[config.mk]
export PLATFORM = sky130hd
export DESIGN_NAME = dfd_apb_initiator
export DESIGN_NICKNAME = d
export VERILOG_FILES = /design/src/rtl/dfd_apb_initiator.sv
export SDC_FILE = /design/constraint.sdc
export NUM_CORES = 1
export LEC_CHECK = 0
export CAP_MARGIN = 20
export CORE_ASPECT_RATIO = 0.5
export CORE_UTILIZATION = 30
export CTS_CLUSTER_SIZE = 16
export DETAILED_ROUTE_END_ITERATION = 16
export GPL_TIMING_DRIVEN = 1
export PLACE_DENSITY = 0.61
export SYNTH_ARGS = -nofsm -noshare
export SYNTH_HDL_FRONTEND = slang
export SYNTH_SLANG_ARGS = --single-unit
[constraint.sdc]
create_clock -name clk -period 5.3 [get_ports clk]
set_input_delay 1.06 -clock clk [delete_from_list [all_inputs] [get_ports clk]]
set_output_delay 1.06 -clock clk [all_outputs]
set_load 0.05 [all_outputs]
[src/rtl/dfd_apb_initiator.sv]
// APB master for the DFD register block: one command in, one APB transfer out,
// one response back, with a PREADY timeout so a hung slave cannot stall the agent.
module dfd_apb_initiator #(
  parameter int ADDR_WIDTH     = 23,
  parameter int DATA_WIDTH     = 32,
  parameter int STRB_WIDTH     = DATA_WIDTH / 8,
  parameter int TIMEOUT_CYCLES = 256
) (
  input  logic                  clk,
  input  logic                  reset_n,
  input  logic                  cmd_valid,
  output logic                  cmd_ready,
  input  logic                  cmd_write,
  input  logic [ADDR_WIDTH-1:0] cmd_addr,
  input  logic [DATA_WIDTH-1:0] cmd_wdata,
  input  logic [STRB_WIDTH-1:0] cmd_strb,
  output logic                  rsp_valid,
  input  logic                  rsp_ready,
  output logic [DATA_WIDTH-1:0] rsp_rdata,
  output logic                  rsp_err,
  output logic                  rsp_timeout,
  output logic                  busy,
  output logic [ADDR_WIDTH-1:0] paddr,
  output logic                  psel,
  output logic                  penable,
  output logic                  pwrite,
  output logic [DATA_WIDTH-1:0] pwdata,
  output logic [STRB_WIDTH-1:0] pstrb,
  input  logic                  pready,
  input  logic [DATA_WIDTH-1:0] prdata,
  input  logic                  pslverr
);

  localparam int CNT_W = (TIMEOUT_CYCLES > 1) ? $clog2(TIMEOUT_CYCLES + 1) : 1;

  typedef enum logic [1:0] {
    S_IDLE   = 2'd0,
    S_SETUP  = 2'd1,
    S_ACCESS = 2'd2,
    S_RESP   = 2'd3
  } state_t;

  state_t                  state_q;
  logic [CNT_W-1:0]        tmo_cnt_q;
  logic                    cmd_ready_q;
  logic                    busy_q;
  logic                    rsp_valid_q;
  logic                    rsp_err_q;
  logic                    rsp_timeout_q;
  logic [DATA_WIDTH-1:0]   rsp_rdata_q;
  logic [ADDR_WIDTH-1:0]   paddr_q;
  logic                    psel_q;
  logic                    penable_q;
  logic                    pwrite_q;
  logic [DATA_WIDTH-1:0]   pwdata_q;
  logic [STRB_WIDTH-1:0]   pstrb_q;
  logic                    tmo_hit;

  // The counter holds the number of stalled ACCESS cycles already seen, so the
  // abort fires on the TIMEOUT_CYCLES-th stalled cycle.
  assign tmo_hit = (TIMEOUT_CYCLES != 0) && (int'(tmo_cnt_q) == TIMEOUT_CYCLES - 1);

  always_ff @(posedge clk or negedge reset_n) begin
    if (!reset_n) begin
      state_q       <= S_IDLE;
      tmo_cnt_q     <= '0;
      cmd_ready_q   <= 1'b1;
      busy_q        <= 1'b0;
      rsp_valid_q   <= 1'b0;
      rsp_err_q     <= 1'b0;
      rsp_timeout_q <= 1'b0;
      rsp_rdata_q   <= '0;
      paddr_q       <= '0;
      psel_q        <= 1'b0;
      penable_q     <= 1'b0;
      pwrite_q      <= 1'b0;
      pwdata_q      <= '0;
      pstrb_q       <= '0;
    end else begin
      unique case (state_q)
        S_IDLE: begin
          if (cmd_valid) begin
            cmd_ready_q <= 1'b0;
            busy_q      <= 1'b1;
            if (cmd_addr[1:0] != 2'b00) begin
              // Misaligned: answer with an error without touching the bus.
              state_q       <= S_RESP;
              rsp_valid_q   <= 1'b1;
              rsp_err_q     <= 1'b1;
              rsp_timeout_q <= 1'b0;
              rsp_rdata_q   <= '0;
            end else begin
              state_q  <= S_SETUP;
              psel_q   <= 1'b1;
              paddr_q  <= cmd_addr;
              pwrite_q <= cmd_write;
              pwdata_q <= cmd_wdata;
              pstrb_q  <= cmd_write ? cmd_strb : '0;
            end
          end
        end

        S_SETUP: begin
          state_q   <= S_ACCESS;
          penable_q <= 1'b1;
          tmo_cnt_q <= '0;
        end

        S_ACCESS: begin
          if (pready || tmo_hit) begin
            state_q       <= S_RESP;
            psel_q        <= 1'b0;
            penable_q     <= 1'b0;
            paddr_q       <= '0;
            pwrite_q      <= 1'b0;
            pwdata_q      <= '0;
            pstrb_q       <= '0;
            rsp_valid_q   <= 1'b1;
            // pready has priority over a timeout landing in the same cycle.
            rsp_err_q     <= pready ? pslverr : 1'b1;
            rsp_timeout_q <= !pready;
            rsp_rdata_q   <= (pready && !pwrite_q && !pslverr) ? prdata : '0;
          end else begin
            tmo_cnt_q <= tmo_cnt_q + CNT_W'(1);
          end
        end

        S_RESP: begin
          if (rsp_ready) begin
            state_q       <= S_IDLE;
            cmd_ready_q   <= 1'b1;
            busy_q        <= 1'b0;
            rsp_valid_q   <= 1'b0;
            rsp_err_q     <= 1'b0;
            rsp_timeout_q <= 1'b0;
            rsp_rdata_q   <= '0;
          end
        end

        default: state_q <= S_IDLE;
      endcase
    end
  end

  assign cmd_ready   = cmd_ready_q;
  assign busy        = busy_q;
  assign rsp_valid   = rsp_valid_q;
  assign rsp_err     = rsp_err_q;
  assign rsp_timeout = rsp_timeout_q;
  assign rsp_rdata   = rsp_rdata_q;
  assign paddr       = paddr_q;
  assign psel        = psel_q;
  assign penable     = penable_q;
  assign pwrite      = pwrite_q;
  assign pwdata      = pwdata_q;
  assign pstrb       = pstrb_q;

endmodule

==> flow_results.xml, run 1 <==
<?xml version="1.0" encoding="UTF-8"?>
<metrics>
  <group name="outcome">
    <metric name="status" unit="">finished clean</metric>
  </group>
  <group name="routing">
    <metric name="via_count" unit="">3812</metric>
    <metric name="wire_per_inst" unit="µm">14.18</metric>
    <metric name="detailedRoute.firstPassIterationCount" unit="">4</metric>
    <metric name="routed_wirelength" unit="µm">12440</metric>
    <metric name="drt-initial-drc-count" unit="">108</metric>
    <metric name="drcViolationCount" unit="">0</metric>
    <metric name="avgViaCountPerCell" unit="">4.347</metric>
    <metric name="drtAntennaViolNets" unit="">0</metric>
  </group>
  <group name="power_and_ir_drop">
    <metric name="vdd.ir_drop.worst" unit="mV">0.3029</metric>
    <metric name="design_power_total" unit="mW">4.519</metric>
    <metric name="power.density" unit="mW/mm²">621.5</metric>
    <metric name="comb_power_share" unit="">0.575</metric>
    <metric name="power_switching_share" unit="">0.4757</metric>
    <metric name="internal_power" unit="mW">2.369</metric>
    <metric name="power.switching" unit="mW">2.149</metric>
    <metric name="power.share.clock" unit="">0.143</metric>
    <metric name="p_seq_frac" unit="">0.282</metric>
    <metric name="power_leakage" unit="nW">3.209</metric>
  </group>
  <group name="sta">
    <metric name="final_hold_slack" unit="ns">0.4788</metric>
    <metric name="fin_tns_setup" unit="ns">0</metric>
    <metric name="maxClockFrequency" unit="GHz">0.3270</metric>
    <metric name="rsz_0062_raised_after_global_routing" unit="">false</metric>
    <metric name="worstMarginPinSlew" unit="ns">0.9987</metric>
    <metric name="number_of_slew_limit_violations_in_the_final_report" unit="">0</metric>
    <metric name="setup_violations" unit="">0</metric>
    <metric name="final.setup_skew" unit="ns">0.006590</metric>
    <metric name="timing.final.crit_share" unit="">0.5769</metric>
    <metric name="final_hold_viol_count" unit="">0</metric>
    <metric name="slew-limit-headroom" unit="">0.3326</metric>
    <metric name="finalCriticalPeriod" unit="ns">3.058</metric>
  </group>
  <group name="floorplanning">
    <metric name="fp-row-count" unit="">32</metric>
    <metric name="die_w" unit="µm">182.1</metric>
    <metric name="placeableCoreArea" unit="mm²">0.01562</metric>
    <metric name="fp.dieH" unit="µm">92.06</metric>
    <metric name="die_outline_area" unit="mm²">0.01676</metric>
    <metric name="start_util" unit="">0.3116</metric>
    <metric name="ios" unit="">197</metric>
  </group>
  <group name="run">
    <metric name="max_cap_violations" unit="">0</metric>
  </group>
  <group name="grt">
    <metric name="grt_pass1_vias" unit="">3829</metric>
    <metric name="global_route.usage.met1" unit="">0.1858</metric>
    <metric name="grt_antenna_before_repair" unit="">0</metric>
    <metric name="met3_usage" unit="">0.03137</metric>
    <metric name="groute.layer.met2.usage" unit="">0.2759</metric>
    <metric name="grt_first_pass_wirelength" unit="µm">20160</metric>
    <metric name="grtUsageTotal" unit="">0.1528</metric>
    <metric name="busiest_layer" unit="">met2</metric>
    <metric name="overflow" unit="">0</metric>
    <metric name="largest_net_degree_at_the_start_of_global_routing" unit="">75</metric>
  </group>
  <group name="synth">
    <metric name="yosys_warnings" unit="">0</metric>
    <metric name="prevailing_post_synth_register_cell" unit="">dfrtp_1</metric>
    <metric name="post_syn_nets" unit="">589</metric>
    <metric name="postSynthCellCount" unit="">485</metric>
    <metric name="syn_area" unit="mm²">0.004866</metric>
    <metric name="ys_types" unit="">40</metric>
    <metric name="synth_area_per_cell" unit="µm²">10.03</metric>
    <metric name="synth-seq-area-share" unit="">0.5660</metric>
    <metric name="synth-async-reset-ratio" unit="">1.000</metric>
    <metric name="synth_enable_flop_cells" unit="">0</metric>
    <metric name="synth_seq_cells" unit="">110</metric>
  </group>
  <group name="clock_network">
    <metric name="clock_tree.buffer_depth" unit="">2</metric>
    <metric name="cts_sinks" unit="">110</metric>
    <metric name="cts_tree" unit="">yes</metric>
    <metric name="cts.htree.levels" unit="">3</metric>
    <metric name="clk_pin_slew" unit="ns">0.07</metric>
    <metric name="numCtsBuffers" unit="">9</metric>
    <metric name="post_cts_buffers" unit="">0</metric>
    <metric name="clk_root_buffer_cell" unit="">clkbuf_16</metric>
    <metric name="holdBufCountCts" unit="">0</metric>
    <metric name="worstSkewPairLatency" unit="ns">0.34</metric>
    <metric name="cts.repair.resized" unit="">0</metric>
  </group>
  <group name="final_layout">
    <metric name="area_overhead_vs_synth" unit="%">49.42</metric>
    <metric name="instances_no_fill" unit="">877</metric>
    <metric name="antennaDiodeCount" unit="">0</metric>
    <metric name="final_area" unit="mm²">0.007271</metric>
    <metric name="layout.nets" unit="">772</metric>
    <metric name="post_route_cells_drive_above_1_share" unit="">0.04458</metric>
  </group>
  <group name="worst_setup_path">
    <metric name="r2r_cells" unit="">9</metric>
    <metric name="worstSetupStartpointType" unit="">input port</metric>
    <metric name="crit_path_max_fanout" unit="">21</metric>
    <metric name="crit_type" unit="">in -&gt; reg</metric>
    <metric name="cp.arrival" unit="ns">3.28</metric>
    <metric name="reg2reg_to" unit="">rsp_err$_DFFE_PN0P_</metric>
    <metric name="timing.critical_path.required" unit="ns">5.52</metric>
    <metric name="timing.critical_path.to_type" unit="">register</metric>
    <metric name="critical_path.reg2reg.startpoint" unit="">tmo_cnt_q[0]$_DFFE_PN0P_</metric>
    <metric name="worstSetupStartpoint" unit="">pready</metric>
    <metric name="regToRegSetupSlack" unit="ns">2.36</metric>
  </group>
  <group name="placed_design">
    <metric name="gp_congestion" unit="">0.7420</metric>
    <metric name="numPortBuffers" unit="">196</metric>
    <metric name="hpwl" unit="µm">8820</metric>
    <metric name="placed_cells" unit="">861</metric>
    <metric name="placed_cell_area" unit="mm²">0.006995</metric>
  </group>
  <group name="hold_path">
    <metric name="holdPathStages" unit="">2</metric>
    <metric name="holdCritStartpoint" unit="">pwdata[12]$_DFFE_PN0P_</metric>
    <metric name="timing.hold.worst.class" unit="">reg -&gt; reg</metric>
    <metric name="whs_endpoint" unit="">pwdata[12]$_DFFE_PN0P_</metric>
  </group>
</metrics>
-- cell type report --
type / instances / area, µm²
repair buffers: 201 / 2009
inverters: 41 / 153.9
flip-flops and latches: 110 / 2754
well taps: 204 / 255.2
clock buffers: 11 / 242.7
fillers: 1484 / 8344
clock inverters: 5 / 32.53
multi-input cells: 305 / 1823
-- how the worst max path moves through the flow --
stage,cells past startpoint,endpoint
5_1_grt,5,pwdata[16]$_DFFE_PN0P_
3_5_place_dp,6,rsp_err$_DFFE_PN0P_
6_report,6,rsp_err$_DFFE_PN0P_
2_1_floorplan,5,pwrite$_DFFE_PN0P_
4_1_cts,6,rsp_err$_DFFE_PN0P_
3_3_place_gp,6,rsp_err$_DFFE_PN0P_
-- synth_stat cells (2+ instances only) --
| library cell | count | area share |
|---|---|---|
| and2_1 | 2 | 0.0026 |
| o21ai_0 | 56 | 0.058 |
| nand4_1 | 3 | 0.0039 |
| nor2b_1 | 2 | 0.0026 |
| buf_6 | 6 | 0.014 |
| o21ai_1 | 10 | 0.010 |
| clkbuf_1 | 16 | 0.012 |
| a22oi_1 | 2 | 0.0031 |
| mux2i_1 | 33 | 0.068 |
| dfrtp_1 | 109 | 0.56 |
| or3b_1 | 2 | 0.0036 |
| xor2_1 | 3 | 0.0054 |
| ha_1 | 6 | 0.015 |
| inv_1 | 41 | 0.032 |
| nand2_1 | 102 | 0.079 |
| nand3_1 | 5 | 0.0051 |
| buf_2 | 5 | 0.0051 |
| nand2b_1 | 54 | 0.069 |
| nor2_1 | 7 | 0.0054 |
-- sequential cells by signal, summed over array words and instances (netlist names) --
register     count
busy             1
cmd_ready        1
paddr           23
penable          1
psel             1
pstrb            4
pwdata          32
pwrite           1
rsp_err          1
rsp_rdata       32
rsp_timeout      1
rsp_valid        1
state_q          2
tmo_cnt_q        9
-- cells in the final DEF (no fill, tap or decap), drive strengths merged, types with 5 or more instances in the layout --
| cell type | count |
|---|---|
| mux2i | 33 |
| nand3 | 5 |
| clkbuf | 11 |
| nor2 | 7 |
| nand2 | 102 |
| clkdlybuf4s50 | 195 |
| ha | 6 |
| buf | 6 |
| inv | 43 |
| nand2b | 54 |
| dfrtp | 109 |
| o21ai | 66 |
-- critical path, stage by stage --
cell	delay, ns
clkdlybuf4s50_1	0.45
nor3b_2	0.45
a221oi_2	0.15
o311ai_4	0.32
buf_4	0.47
mux2_1	0.36
-- through the flow --
step / worst slack, ns / utilization
6_report: 2.242 / 0.4656
5_1_grt: 2.009 / 0.4656
4_1_cts: 2.218 / 0.4656
3_5_place_dp: 1.853 / 0.4480
3_3_place_gp: 1.898 / 0.4480
2_1_floorplan: 2.908 / -
-- cells by family (layout without fill, tap and decap cells) --
family                     after synthesis  in the layout  share of synthesized area
AOI/OAI and AO/OA                       77             77                    0.08717
xor gates and xnor gates                 4              4                   0.007201
adders and majority gates                6              6                    0.01543
buffers and inverters                   70            258                    0.06557
DFF                                    110            110                     0.5660
muxes                                   35             35                    0.07328
and+or+nand+nor                        183            183                     0.1854
-- power groups by stage --
| stage | clock (mW) | combinational [mW] | sequential (mW) |
|---|---|---|---|
| after floorplan | 0 | 0.982 | 2.15 |
| after global placement | 0 | 2.61 | 1.29 |
| after detailed placement | 0 | 2.64 | 1.29 |
| after CTS | 0.677 | 2.64 | 1.28 |
| after global routing | 0.707 | 2.79 | 1.31 |
| final | 0.646 | 2.60 | 1.27 |
-- per-layer routing --
metal | vias up | share of wire
li1 | 1918 | -
met1 | 1809 | 0.42
met2 | 74 | 0.53
met3 | 11 | 0.039
met4 | 0 | 0.0089
met5 | - | 0
(Power assumes the default switching activity.)
==> run 2, diff against run 1 <==
--- a/config.mk
+++ b/config.mk
@@ -11,7 +11,7 @@
 export CTS_CLUSTER_SIZE = 16
 export DETAILED_ROUTE_END_ITERATION = 16
 export GPL_TIMING_DRIVEN = 1
-export PLACE_DENSITY = 0.61
+export PLACE_DENSITY = 0.63
 export SYNTH_ARGS = -nofsm -noshare
 export SYNTH_HDL_FRONTEND = slang
 export SYNTH_SLANG_ARGS = --single-unit
==> constraint.sdc (replaced) <==
create_clock -name clk -period 2.8 [get_ports clk]
set_input_delay 0.56 -clock clk [delete_from_list [all_inputs] [get_ports clk]]
set_output_delay 0.56 -clock clk [all_outputs]
set_load 0.05 [all_outputs]
==> run 2 against run 1 <==
- cell count increased by 0.46%
- sequential share of layout area shrank 0.27 points
- critical path type is now reg -> reg
- global-route usage down 0.56 points
- largest power group unchanged
- via count about the same
- power grew 91%
- sequential power is 91% higher
- wire length shrank 2.3%
==> flow_results.xml, run 2 (synthesis results as in run 1) <==
<?xml version="1.0" encoding="UTF-8"?>
<metrics>
  <group name="clock_network">
    <metric name="clock_tree.buffer_depth" unit="">2</metric>
    <metric name="clk_root_buffer_cell" unit="">clkbuf_16</metric>
    <metric name="clk_pin_slew" unit="ns">0.07</metric>
    <metric name="cts.repair.resized" unit="">0</metric>
    <metric name="post_cts_buffers" unit="">0</metric>
    <metric name="numCtsBuffers" unit="">9</metric>
    <metric name="cts_tree" unit="">yes</metric>
    <metric name="cts.htree.levels" unit="">3</metric>
    <metric name="worstSkewPairLatency" unit="ns">0.35</metric>
    <metric name="holdBufCountCts" unit="">0</metric>
    <metric name="cts_sinks" unit="">110</metric>
  </group>
  <group name="sta">
    <metric name="finalCriticalPeriod" unit="ns">2.383</metric>
    <metric name="final.setup_skew" unit="ns">0.009677</metric>
    <metric name="slew-limit-headroom" unit="">0.6128</metric>
    <metric name="rsz_0062_raised_after_global_routing" unit="">false</metric>
    <metric name="number_of_slew_limit_violations_in_the_final_report" unit="">0</metric>
    <metric name="setup_violations" unit="">0</metric>
    <metric name="maxClockFrequency" unit="GHz">0.4197</metric>
    <metric name="fin_tns_setup" unit="ns">0</metric>
    <metric name="timing.final.crit_share" unit="">0.8509</metric>
    <metric name="final_hold_viol_count" unit="">0</metric>
    <metric name="final_hold_slack" unit="ns">0.2024</metric>
    <metric name="worstMarginPinSlew" unit="ns">0.5790</metric>
    <metric name="final_critical_path_setup_slack" unit="ns">0.4175</metric>
  </group>
  <group name="final_layout">
    <metric name="final_area" unit="mm²">0.007322</metric>
    <metric name="area_overhead_vs_synth" unit="%">50.48</metric>
    <metric name="post_route_cells_drive_above_1_share" unit="">0.05022</metric>
    <metric name="most-common-layout-cells" unit="">195 x clkdlybuf4s50_1, 109 x dfrtp_1, 102 x nand2_1</metric>
    <metric name="antennaDiodeCount" unit="">0</metric>
    <metric name="fillers" unit="">1503</metric>
    <metric name="layout.nets" unit="">776</metric>
    <metric name="multi_input_logic_area" unit="mm²">0.001823</metric>
    <metric name="most_common_cell_after_layout_fill_and_taps_aside" unit="">clkdlybuf4s50_1</metric>
    <metric name="seqCellArea" unit="mm²">0.002754</metric>
  </group>
  <group name="floorplanning">
    <metric name="ios" unit="">197</metric>
    <metric name="placeableCoreArea" unit="mm²">0.01562</metric>
    <metric name="fp-row-count" unit="">32</metric>
    <metric name="die_outline_area" unit="mm²">0.01676</metric>
    <metric name="start_util" unit="">0.3116</metric>
    <metric name="fp.dieH" unit="µm">92.06</metric>
    <metric name="die_w" unit="µm">182.1</metric>
  </group>
  <group name="worst_setup_path">
    <metric name="worstSetupStartpointType" unit="">register</metric>
    <metric name="cp_peak_stage_delay" unit="ns">0.43</metric>
    <metric name="critical_path.cell_chain" unit="">ha_1 &gt; nand2_1 &gt; nor3_1 &gt; ha_1 &gt; nor3b_2 &gt; a221oi_2 &gt; o311ai_4 &gt; buf_4 &gt; mux2i_1</metric>
    <metric name="timing.critical_path.to_type" unit="">register</metric>
    <metric name="timing.critical_path.required" unit="ns">3.01</metric>
    <metric name="worstPathBufferInverterCount" unit="">1</metric>
    <metric name="crit_path_max_fanout" unit="">21</metric>
    <metric name="timing.critical_path.mode_cell" unit="">ha_1</metric>
    <metric name="cp.arrival" unit="ns">2.59</metric>
    <metric name="timing.critical_path.max_delay_family" unit="">compound AO/OA/AOI/OAI gates</metric>
    <metric name="crit_type" unit="">reg -&gt; reg</metric>
    <metric name="critical_path.reg2reg.startpoint" unit="">tmo_cnt_q[0]$_DFFE_PN0P_</metric>
    <metric name="worstSetupStartpoint" unit="">tmo_cnt_q[0]$_DFFE_PN0P_</metric>
    <metric name="cp_slowest_cell" unit="">a221oi_2</metric>
  </group>
  <group name="grt">
    <metric name="busiest_layer" unit="">met2</metric>
    <metric name="overflow" unit="">0</metric>
    <metric name="grtUsageTotal" unit="">0.1472</metric>
    <metric name="groute.layer.met2.usage" unit="">0.2583</metric>
    <metric name="grt_pass1_vias" unit="">3767</metric>
    <metric name="global_route.usage.met1" unit="">0.1862</metric>
    <metric name="met3_usage" unit="">0.03098</metric>
    <metric name="grt_antenna_before_repair" unit="">0</metric>
    <metric name="largest_net_degree_at_the_start_of_global_routing" unit="">70</metric>
    <metric name="grt_first_pass_wirelength" unit="µm">19490</metric>
  </group>
  <group name="outcome">
    <metric name="status" unit="">finished clean</metric>
  </group>
  <group name="placed_design">
    <metric name="placed_cell_area" unit="mm²">0.007038</metric>
    <metric name="numPortBuffers" unit="">196</metric>
    <metric name="gp_congestion" unit="">0.7476</metric>
    <metric name="place_ws" unit="ns">0.3375</metric>
    <metric name="hpwl" unit="µm">8839</metric>
  </group>
  <group name="routing">
    <metric name="drt-initial-drc-count" unit="">131</metric>
    <metric name="drcViolationCount" unit="">0</metric>
    <metric name="drtAntennaViolNets" unit="">0</metric>
    <metric name="avgViaCountPerCell" unit="">4.325</metric>
    <metric name="via_count" unit="">3810</metric>
    <metric name="detailedRoute.firstPassIterationCount" unit="">4</metric>
    <metric name="routed_wirelength" unit="µm">12150</metric>
    <metric name="wire_per_inst" unit="µm">13.79</metric>
  </group>
  <group name="run">
    <metric name="max_cap_violations" unit="">0</metric>
  </group>
  <group name="power_and_ir_drop">
    <metric name="design_power_total" unit="mW">8.619</metric>
    <metric name="power.density" unit="mW/mm²">1177</metric>
    <metric name="power_leakage" unit="nW">3.225</metric>
    <metric name="vdd.ir_drop.worst" unit="mV">0.5283</metric>
  </group>
  <group name="hold_path">
    <metric name="timing.hold.worst.class" unit="">in -&gt; async</metric>
  </group>
</metrics>
-- run 2: cell count changes in the layout (fill, tap and decap cells not counted), moves of 2 or more --
cell / before / now
clkinvlp_4: 0 / 2
inv_8: 0 / 2
inv_6: 2 / 0
clkinv_2: 3 / 0
clkinv_4: 0 / 2
buf_4: 5 / 8
-- run 2: power by group --
| group | leakage, nW | internal (mW) | switching, mW |
|---|---|---|---|
| Clock | 0.133 | 0.621 | 0.615 |
| Combinational | 1.65 | 1.75 | 3.21 |
| Sequential | 1.44 | 2.13 | 0.290 |
-- run 2: path summary, 6_finish.rpt --
check,to,slack [ns],depth (start not counted)
max,rsp_rdata[20]$_DFFE_PN0P_,0.42,9
min,rsp_rdata[21]$_DFFE_PN0P_,0.20,1
max reg2reg,rsp_rdata[20]$_DFFE_PN0P_,0.42,9
min reg2reg,paddr[5]$_DFFE_PN0P_,0.48,2
max in group asynchronous,paddr[11]$_DFFE_PN0P_,1.89,2
min in group clk,paddr[5]$_DFFE_PN0P_,0.48,2
-- run 2: area by class of cell --
class                   instances  area share
clock buffers                  10     0.03127
well taps                     204     0.03486
clock inverters                 6    0.007519
repair buffers                205      0.2802
inverters                      41     0.02102
flip-flops and latches        110      0.3761
multi-input cells             305      0.2490
-- run 2: per-layer routing --
layer / share of wire / vias to the layer above
li1: - / 1926
met1: 0.44 / 1787
met2: 0.51 / 85
met3: 0.036 / 12
met4: 0.014 / 0
met5: 0 / -
-- run 2: per-stage QoR --
stage	cells	util
after floorplan	485	-
after global placement	865	0.4507
after detailed placement	865	0.4507
after CTS	881	0.4689
after global routing	881	0.4689
final	881	0.4689
==> run 3, diff against run 2 <==
--- a/config.mk
+++ b/config.mk
@@ -6,12 +6,12 @@
 export NUM_CORES = 1
 export LEC_CHECK = 0
 export CAP_MARGIN = 20
-export CORE_ASPECT_RATIO = 0.5
 export CORE_UTILIZATION = 30
 export CTS_CLUSTER_SIZE = 16
 export DETAILED_ROUTE_END_ITERATION = 16
+export DONT_BUFFER_PORTS = 1
 export GPL_TIMING_DRIVEN = 1
-export PLACE_DENSITY = 0.63
+export PLACE_DENSITY = 0.47
 export SYNTH_ARGS = -nofsm -noshare
 export SYNTH_HDL_FRONTEND = slang
 export SYNTH_SLANG_ARGS = --single-unit
==> run 3 against run 2 <==
- the run now ends with negative hold slack left
- power shrank 9.5%
- count of clock-buffer cells in the layout grew 3
- register-to-register slack is essentially flat
- sequential power grew 73%
- global-route usage shrank 2.2 points
- first-iteration DRC count shrank 33%
- final area shrank 26%
- cell count shrank 21%
- clock power grew 14%
- largest cell class unchanged
- highest routed layer unchanged
==> flow_results.xml, run 3 (synthesis results as in run 1) <==
<?xml version="1.0" encoding="UTF-8"?>
<metrics>
  <group name="routing">
    <metric name="detailedRoute.firstPassIterationCount" unit="">4</metric>
    <metric name="via_count" unit="">3103</metric>
    <metric name="routed_wirelength" unit="µm">10390</metric>
    <metric name="drtAntennaViolNets" unit="">0</metric>
    <metric name="wire_per_inst" unit="µm">14.86</metric>
    <metric name="drcViolationCount" unit="">0</metric>
    <metric name="drt-initial-drc-count" unit="">88</metric>
    <metric name="avgViaCountPerCell" unit="">4.439</metric>
  </group>
  <group name="outcome">
    <metric name="status" unit="">complete, but fails checks</metric>
    <metric name="failed_checks" unit="">negative hold slack</metric>
  </group>
  <group name="clock_network">
    <metric name="cts.htree.levels" unit="">3</metric>
    <metric name="clock_tree.buffer_depth" unit="">2</metric>
    <metric name="cts_sinks" unit="">110</metric>
    <metric name="clk_pin_slew" unit="ns">0.07</metric>
    <metric name="numCtsBuffers" unit="">9</metric>
    <metric name="cts.repair.resized" unit="">0</metric>
    <metric name="cts_tree" unit="">yes</metric>
    <metric name="clk_root_buffer_cell" unit="">clkbuf_16</metric>
    <metric name="post_cts_buffers" unit="">0</metric>
    <metric name="worstSkewPairLatency" unit="ns">0.35</metric>
  </group>
  <group name="placed_design">
    <metric name="numPortBuffers" unit="">0</metric>
    <metric name="place_ws" unit="ns">0.4142</metric>
    <metric name="hpwl" unit="µm">7333</metric>
    <metric name="gp_congestion" unit="">0.7279</metric>
  </group>
  <group name="floorplanning">
    <metric name="fp-row-count" unit="">46</metric>
    <metric name="placeableCoreArea" unit="mm²">0.01589</metric>
    <metric name="ios" unit="">197</metric>
    <metric name="die_w" unit="µm">129.4</metric>
    <metric name="fp.dieH" unit="µm">129.4</metric>
    <metric name="die_outline_area" unit="mm²">0.01673</metric>
    <metric name="start_util" unit="">0.3063</metric>
  </group>
  <group name="worst_setup_path">
    <metric name="worstPathBufferInverterCount" unit="">1</metric>
    <metric name="worstSetupStartpoint" unit="">tmo_cnt_q[2]$_DFFE_PN0P_</metric>
    <metric name="worstSetupStartpointType" unit="">register</metric>
    <metric name="crit_path_max_fanout" unit="">23</metric>
    <metric name="critical_path.reg2reg.startpoint" unit="">tmo_cnt_q[2]$_DFFE_PN0P_</metric>
    <metric name="timing.critical_path.max_delay_family" unit="">compound AO/OA/AOI/OAI gates</metric>
    <metric name="cp_slowest_cell" unit="">dfrtp_1</metric>
    <metric name="critical_path.cell_chain" unit="">nand3_1 &gt; nor3_1 &gt; ha_1 &gt; nor3b_2 &gt; a221oi_2 &gt; o311ai_4 &gt; buf_4 &gt; a21o_1</metric>
    <metric name="cp_peak_stage_delay" unit="ns">0.44</metric>
    <metric name="timing.critical_path.to_type" unit="">register</metric>
    <metric name="cp.arrival" unit="ns">2.62</metric>
    <metric name="timing.critical_path.required" unit="ns">3.03</metric>
    <metric name="crit_type" unit="">reg -&gt; reg</metric>
  </group>
  <group name="sta">
    <metric name="fin_tns_setup" unit="ns">0</metric>
    <metric name="setup_violations" unit="">0</metric>
    <metric name="slew-limit-headroom" unit="">0.5818</metric>
    <metric name="final_hold_slack" unit="ns">-0.08865</metric>
    <metric name="finalCriticalPeriod" unit="ns">2.387</metric>
    <metric name="rsz_0062_raised_after_global_routing" unit="">false</metric>
    <metric name="number_of_slew_limit_violations_in_the_final_report" unit="">0</metric>
    <metric name="maxClockFrequency" unit="GHz">0.4190</metric>
    <metric name="final.setup_skew" unit="ns">0.008446</metric>
    <metric name="final_critical_path_setup_slack" unit="ns">0.4131</metric>
    <metric name="worstMarginPinSlew" unit="ns">0.6273</metric>
    <metric name="final_hold_viol_count" unit="">109</metric>
    <metric name="timing.final.crit_share" unit="">0.8525</metric>
  </group>
  <group name="power_and_ir_drop">
    <metric name="vdd.ir_drop.worst" unit="mV">0.6007</metric>
    <metric name="power_leakage" unit="nW">2.533</metric>
    <metric name="power.density" unit="mW/mm²">1430</metric>
  </group>
  <group name="final_layout">
    <metric name="layout.nets" unit="">582</metric>
    <metric name="antennaDiodeCount" unit="">0</metric>
    <metric name="most_common_cell_after_layout_fill_and_taps_aside" unit="">dfrtp_1</metric>
    <metric name="area_overhead_vs_synth" unit="%">12.03</metric>
    <metric name="post_route_cells_drive_above_1_share" unit="">0.07246</metric>
    <metric name="most-common-layout-cells" unit="">109 x dfrtp_1, 102 x nand2_1, 56 x o21ai_0</metric>
  </group>
  <group name="grt">
    <metric name="grt_pass1_vias" unit="">3028</metric>
    <metric name="largest_net_degree_at_the_start_of_global_routing" unit="">111</metric>
    <metric name="grtUsageTotal" unit="">0.1255</metric>
    <metric name="grt_first_pass_wirelength" unit="µm">15730</metric>
    <metric name="grt_antenna_before_repair" unit="">0</metric>
    <metric name="overflow" unit="">0</metric>
  </group>
  <group name="hold_path">
    <metric name="timing.hold.worst.class" unit="">in -&gt; async</metric>
  </group>
  <group name="run">
    <metric name="max_cap_violations" unit="">0</metric>
  </group>
</metrics>
## run 3: cell types whose count changed in the layout (fill, tap and decap cells not counted), moves of 2 or more
cell / change
bufinv_16: +2
inv_8: -2
clkinvlp_4: -2
clkbuf_8: +3
clkinv_4: -2
clkdlybuf4s50_1: -195
## run 3: final timing paths
check                                            endpoint  slack [ns]  depth (start not counted)
max in group asynchronous           cmd_ready$_DFFE_PN1P_        2.68                          0
worst min register to register   tmo_cnt_q[5]$_DFFE_PN0P_        0.51                          1
worst max-delay path              rsp_timeout$_DFFE_PN0P_        0.41                          8
min in group clk                rsp_rdata[22]$_DFFE_PN0P_        0.34                          2
worst max register to register    rsp_timeout$_DFFE_PN0P_        0.41                          8
worst min-delay path            rsp_rdata[10]$_DFFE_PN0P_       -0.09                          0
## run 3: metal layers
layer,up-vias,track usage,routed length (µm)
met5,-,0,0
met4,0,0.06367,184
met3,10,0.06317,1291
met2,134,0.1932,4724
met1,1417,0.1437,4186
li1,1542,-,-
## run 3: per-stage QoR
stage                       util  instance area (µm²)  hold slack [ns]  power (mW)  instances
after floorplan                -                 4866           0.2644       5.936        485
after global placement    0.3221                 5116           0.2685       6.424        683
after detailed placement  0.3221                 5116           0.2682       6.518        683
after CTS                 0.3432                 5451          -0.1184       7.954        699
after global routing      0.3432                 5451          -0.1154       8.294        699
final                     0.3432                 5451         -0.08865       7.798        699
## run 3: cell type report
class                           instances  area (µm²)
Fill cell                            1646       10430
Clock inverter                          3       65.06
Tap cell                              216       270.3
Multi-Input combinational cell        305        1831
Timing Repair Buffer                   11       107.6
Clock buffer                           13       270.3
Inverter                               41       153.9
Sequential cell                       110        2754
## run 3: power by group
part           switching, mW  internal, mW  total [mW]
Sequential              2.08          2.10        4.18
Clock                  0.557         0.857        1.41
Combinational           1.24         0.962        2.20
## run 3: worst reg2reg max path, stage by stage (launching register included)
cell and delay, ns:
dfrtp_1 0.44, nand3_1 0.20, nor3_1 0.23, ha_1 0.21
nor3b_2 0.08, a221oi_2 0.41, o311ai_4 0.20, buf_4 0.29
a21o_1 0.22
==> RTL change 1, RTL diff (config.mk and constraints of run 3) <==
Change the parameter `DATA_WIDTH` from 32 to 64.
--- a/src/rtl/dfd_apb_initiator.sv
+++ b/src/rtl/dfd_apb_initiator.sv
@@ -2,7 +2,7 @@
 // one response back, with a PREADY timeout so a hung slave cannot stall the agent.
 module dfd_apb_initiator #(
   parameter int ADDR_WIDTH     = 23,
-  parameter int DATA_WIDTH     = 32,
+  parameter int DATA_WIDTH     = 64,
   parameter int STRB_WIDTH     = DATA_WIDTH / 8,
   parameter int TIMEOUT_CYCLES = 256
 ) (
Interface: changed (6 resized); port bits go from 197 to 333. No check against the original RTL was run, so the function may have changed too.
==> RTL change 1 against run 3 <==
The flow still finishes with violations (negative hold slack). Global-route usage increased by 1.5 points. Highest routed layer unchanged. Sequential cell count increased by 68. Non-clock buffer count unchanged. Utilization hardly changed. Synthesized cell count grew 61%. Final area grew 59%. Routed wire length up 83%. Setup slack worse by 0.035 ns. Critical path depth unchanged. Area after synthesis grew 60%. Power is 59% higher.
==> RTL change 1: results (changes against run 3) <==
Global routing
  • Largest net degree at the start of global routing: 179 (+61%)
  • Vias in the first global route: 4972 (+64%)
  • First-pass GRT wire length: 28.72 mm (+83%)
  • Total GRT Usage: 14.02% (+1.5 points)
  • Initial antenna violation count: 0 (unchanged)

Critical path
  • Critical Path Start: tmo_cnt_q[0]
  • Reg-to-reg startpoint: tmo_cnt_q[0]
  • R2R setup slack: 0.38 ns (-0.04 ns)
  • Critical path's largest stage delay: 0.48 ns (+0.04 ns)
  • Critical-path cell with the highest stage delay: or3b_4
  • Worst Path Max Fanout: 68 (+200%)
  • Worst setup path endpoint: paddr[4]
  • Critical Path AT: 2.71 ns (+0.09 ns)

Final layout
  • Area occupied by multi-input gates: 0.002779 mm² (+52%)
  • Inverters: 73 (+78%)
  • Seq cells: 178 (+62%)
  • Final clock-cell share: 6.933% (+0.78 points)
  • Multi-In Gates: 481 (+58%)
  • Buffering overhead: 1.816% (-0.16 points)
  • Clock buffers: 18 (+5)
  • Seq/total area: 51.33% (+0.81 points)
  • Fin area: 0.008681 mm² (+59%)
  • Fin nets: 934 (+60%)
  • Share of layout cells above drive strength 1: 6.710% (-0.54 points)
  • Filler cell count: 2603 (+58%)

Timing
  • Hold Vio Cnt, Final: 177 (+62%)
  • Fin Clk Skew: 0.01715 ns (+0.008699 ns)
  • Hold WS: -0.1772 ns (-0.08856 ns)
  • Worst slew margin: 51.24% (-6.9 points)

Placement
  • Routability cong.: 0.7420 (+1.9%)
  • Hpwl dp: 13.36 mm (+82%)
  • Pre-CTS setup slack: 0.3590 ns (-0.05516 ns)
  • Cell Area, Placed: 0.008079 mm² (+58%)
  • I/O Buffers: 0 (unchanged)

Outcome
  • Failing checks: negative hold slack
  • Status: complete, but fails checks

Clock tree
  • H-tree depth: 4 (+1)
  • Total clock buffers created by CTS: 17 (+8)
  • Clock Latency Late Sink: 0.43 ns (+0.08 ns)
  • Clock-pin slew on the worst setup and hold paths: 0.08 ns

Synth
  • Sequential area share after synthesis: 57.06% (+0.46 points)
  • Synth cell count leaders: 177 x dfrtp_1, 173 x nand2_1, 86 x nand2b_1
  • Synth area leaders: dfrtp_1 57%, mux2i_1 8.5%, nand2_1 8.3%
  • Mapped Nets: 952 (+62%)

Detailed routing
  • Detailed Route WL: 18.96 mm (+83%)
  • Post-DR vias/cell: 4.497 (+1.3%)
  • Initial DRC count: 246 (+180%)

Hold path
  • Worst Hold Class: input port to asynchronous set/reset pin

Pwr
  • Pleak: 4.052 nW (+60%)
  • Peak VDD IR: 0.6178 mV (+2.8%)

Floorplanning
  • Well Taps: 330 (+53%)
RTL change 1: power breakdown:
part | total [mW] | leakage (nW) | internal (mW) | switching (mW)
Clock | 2.44 | 0.298 | 1.30 | 1.14
Sequential | 6.74 | 2.35 | 3.35 | 3.39
Combinational | 3.19 | 1.41 | 1.39 | 1.80
RTL change 1: worst max-delay path: cells and delay by family (launching register included):
| family | cells | cell delay (ns) |
|---|---|---|
| compound gates | 2 | 0.44 |
| fa+ha+maj | 2 | 0.45 |
| buf+inv | 1 | 0.33 |
| flops | 1 | 0.41 |
| simple gates | 3 | 0.62 |
RTL change 1: per-layer routing:
metal / up-vias / global-route usage, % / wire [µm]
li1: 2443 / - / -
met1: 2280 / 17.08 / 7725
met4: 0 / 3.696 / 135
met5: - / 0 / 0
met3: 8 / 7.059 / 2427
met2: 238 / 21.74 / 8673
RTL change 1: metrics by stage:
| stage | total power, mW | instances |
|---|---|---|
| 5_1_grt | 13.13 | 1105 |
| 4_1_cts | 12.61 | 1105 |
| 6_report | 12.38 | 1105 |
| 3_5_place_dp | 10.11 | 1073 |
| 2_1_floorplan | 9.378 | 780 |
| 3_3_place_gp | 10.06 | 1073 |
RTL change 1: kinds of logic after synthesis:
family / count (synthesis) / synth area share (%)
adders and majority gates: 6 / 0.9614
buffers and inverters: 121 / 7.659
AOI/OAI and AO/OA: 112 / 7.483
and+or+nand+nor: 291 / 17.64
xor gates and xnor gates: 4 / 0.4487
muxes: 68 / 8.749
DFF: 178 / 57.06
==> RTL change 2, RTL diff (config.mk and constraints of run 3) <==
Without the edit above. The 4 states of `state_t` get a one-hot encoding in 4 bits.
--- a/src/rtl/dfd_apb_initiator.sv
+++ b/src/rtl/dfd_apb_initiator.sv
@@ -33,11 +33,11 @@
 
   localparam int CNT_W = (TIMEOUT_CYCLES > 1) ? $clog2(TIMEOUT_CYCLES + 1) : 1;
 
-  typedef enum logic [1:0] {
-    S_IDLE   = 2'd0,
-    S_SETUP  = 2'd1,
-    S_ACCESS = 2'd2,
-    S_RESP   = 2'd3
+  typedef enum logic [3:0] {
+    S_IDLE   = 4'b0001,
+    S_SETUP  = 4'b0010,
+    S_ACCESS = 4'b0100,
+    S_RESP   = 4'b1000
   } state_t;
 
   state_t                  state_q;
Behaviour: same outputs for any inputs over 10 cycles, from zero or initial values and one cycle with reset_n low; not proved beyond that.
==> RTL change 2 against run 3 <==
Final area fell by 11%. Critical path depth rose by 2. First-iteration DRC count up 15%. Area after synthesis decreased by 9.6%. Maximum frequency hardly changed. Clock skew up 0.0033 ns. The flow still finishes with violations (negative hold slack). Routed wire length down 6.4%. Sequential cell count grew 2. Setup slack improved by 0.0014 ns. Via count shrank 15%.
Power is not compared: it rests on default switching activity, and its combinational part moved more than twofold at a synthesized area within 25%.
==> RTL change 2: results (changes against run 3) <==
Outcome
  • Status: complete, but fails checks
  • Failing checks: negative hold slack

Final layout
  • Filler cell count: 1373 (-17%)
  • Multi-input gate share of total cell area: 29.36% (-4.2 points)
  • Inverters: 3 (-93%)
  • Share of layout cells above drive strength 1: 11.36% (+4.1 points)
  • Buffering overhead: 1.753% (-0.22 points)
  • FF/Latch Area: 0.002805 mm² (+1.9%)
  • Seq/total area: 57.78% (+7.3 points)

Placement
  • Routability cong.: 0.7230 (-0.67%)
  • Pre-CTS setup slack: 0.4118 ns (-0.002339 ns)
  • Hpwl dp: 6.496 mm (-11%)
  • Cell Area, Placed: 0.004552 mm² (-11%)

Synth
  • Avg Cell Area, Syn: 13.92 µm² (+39%)
  • Mapped Nets: 416 (-29%)
  • Synth cell count leaders: 110 x dfrtp_1, 89 x a22o_1, 16 x nor2_1
  • Cell variety after synth: 41 (+2.5%)
  • Post-synthesis compound-gate area fraction: 21.02% (+12 points)
  • Post-synthesis mux area share: 0.5121% (-6.8 points)
  • Synth area leaders: dfrtp_1 63%, a22o_1 18%, buf_6 2.3%

Timing
  • Hold WS: -0.09979 ns (-0.01113 ns)
  • Final WS setup: 0.4145 ns (+0.001400 ns)
  • Worst Tran Pin Value: 0.6311 ns (+0.003830 ns)
  • Hold Vio Cnt, Final: 110 (+0.92%)

Floorplanning
  • Die W: 123.1 µm (-4.9%)

Detailed routing
  • Detailed Route WL: 9.723 mm (-6.4%)
  • Initial DRC count: 101 (+15%)

Critical path
  • Critical path's largest stage delay: 0.51 ns (+0.07 ns)
  • Worst Path Max Fanout: 61 (+170%)
  • Critical-path cell with the highest stage delay: buf_4

Global routing
  • Largest net degree at the start of global routing: 113 (+1.8%)
  • First-pass GRT wire length: 14.23 mm (-9.5%)
  • Total GRT Usage: 12.90% (+0.35 points)

Pwr
  • Tot Pwr: 5.752 mW
## RTL change 2: cell count changes after synthesis, moves of 33 or more
cell      change
mux2i_1      -33
nand2_1      -98
inv_1        -38
a22o_1       +88
o21ai_0      -54
nand2b_1     -52
## RTL change 2: routing by layer
layer | vias to the layer above | GRT usage, % | routed length, µm
li1 | 1181 | - | -
met1 | 1271 | 15.89 | 4025
met2 | 174 | 18.64 | 4469
met3 | 9 | 6.411 | 1118
met4 | 0 | 6.325 | 111
met5 | - | 0 | 0
## RTL change 2: final timing paths
kind                            depth (start not counted)      endpoint
worst max-delay path                                   10    pwdata[23]
worst min-delay path                                    0       penable
worst max register to register                         10    pwdata[23]
worst min register to register                          1  tmo_cnt_q[0]
max in group asynchronous                               0    state_q[0]
min in group clk                                        1     paddr[11]
## RTL change 2: what timing repair did
action                    in CTS  in global routing
gates resized for setup        0                  0
setup buffers                  0                  0
hold endpoints to repair     110                110
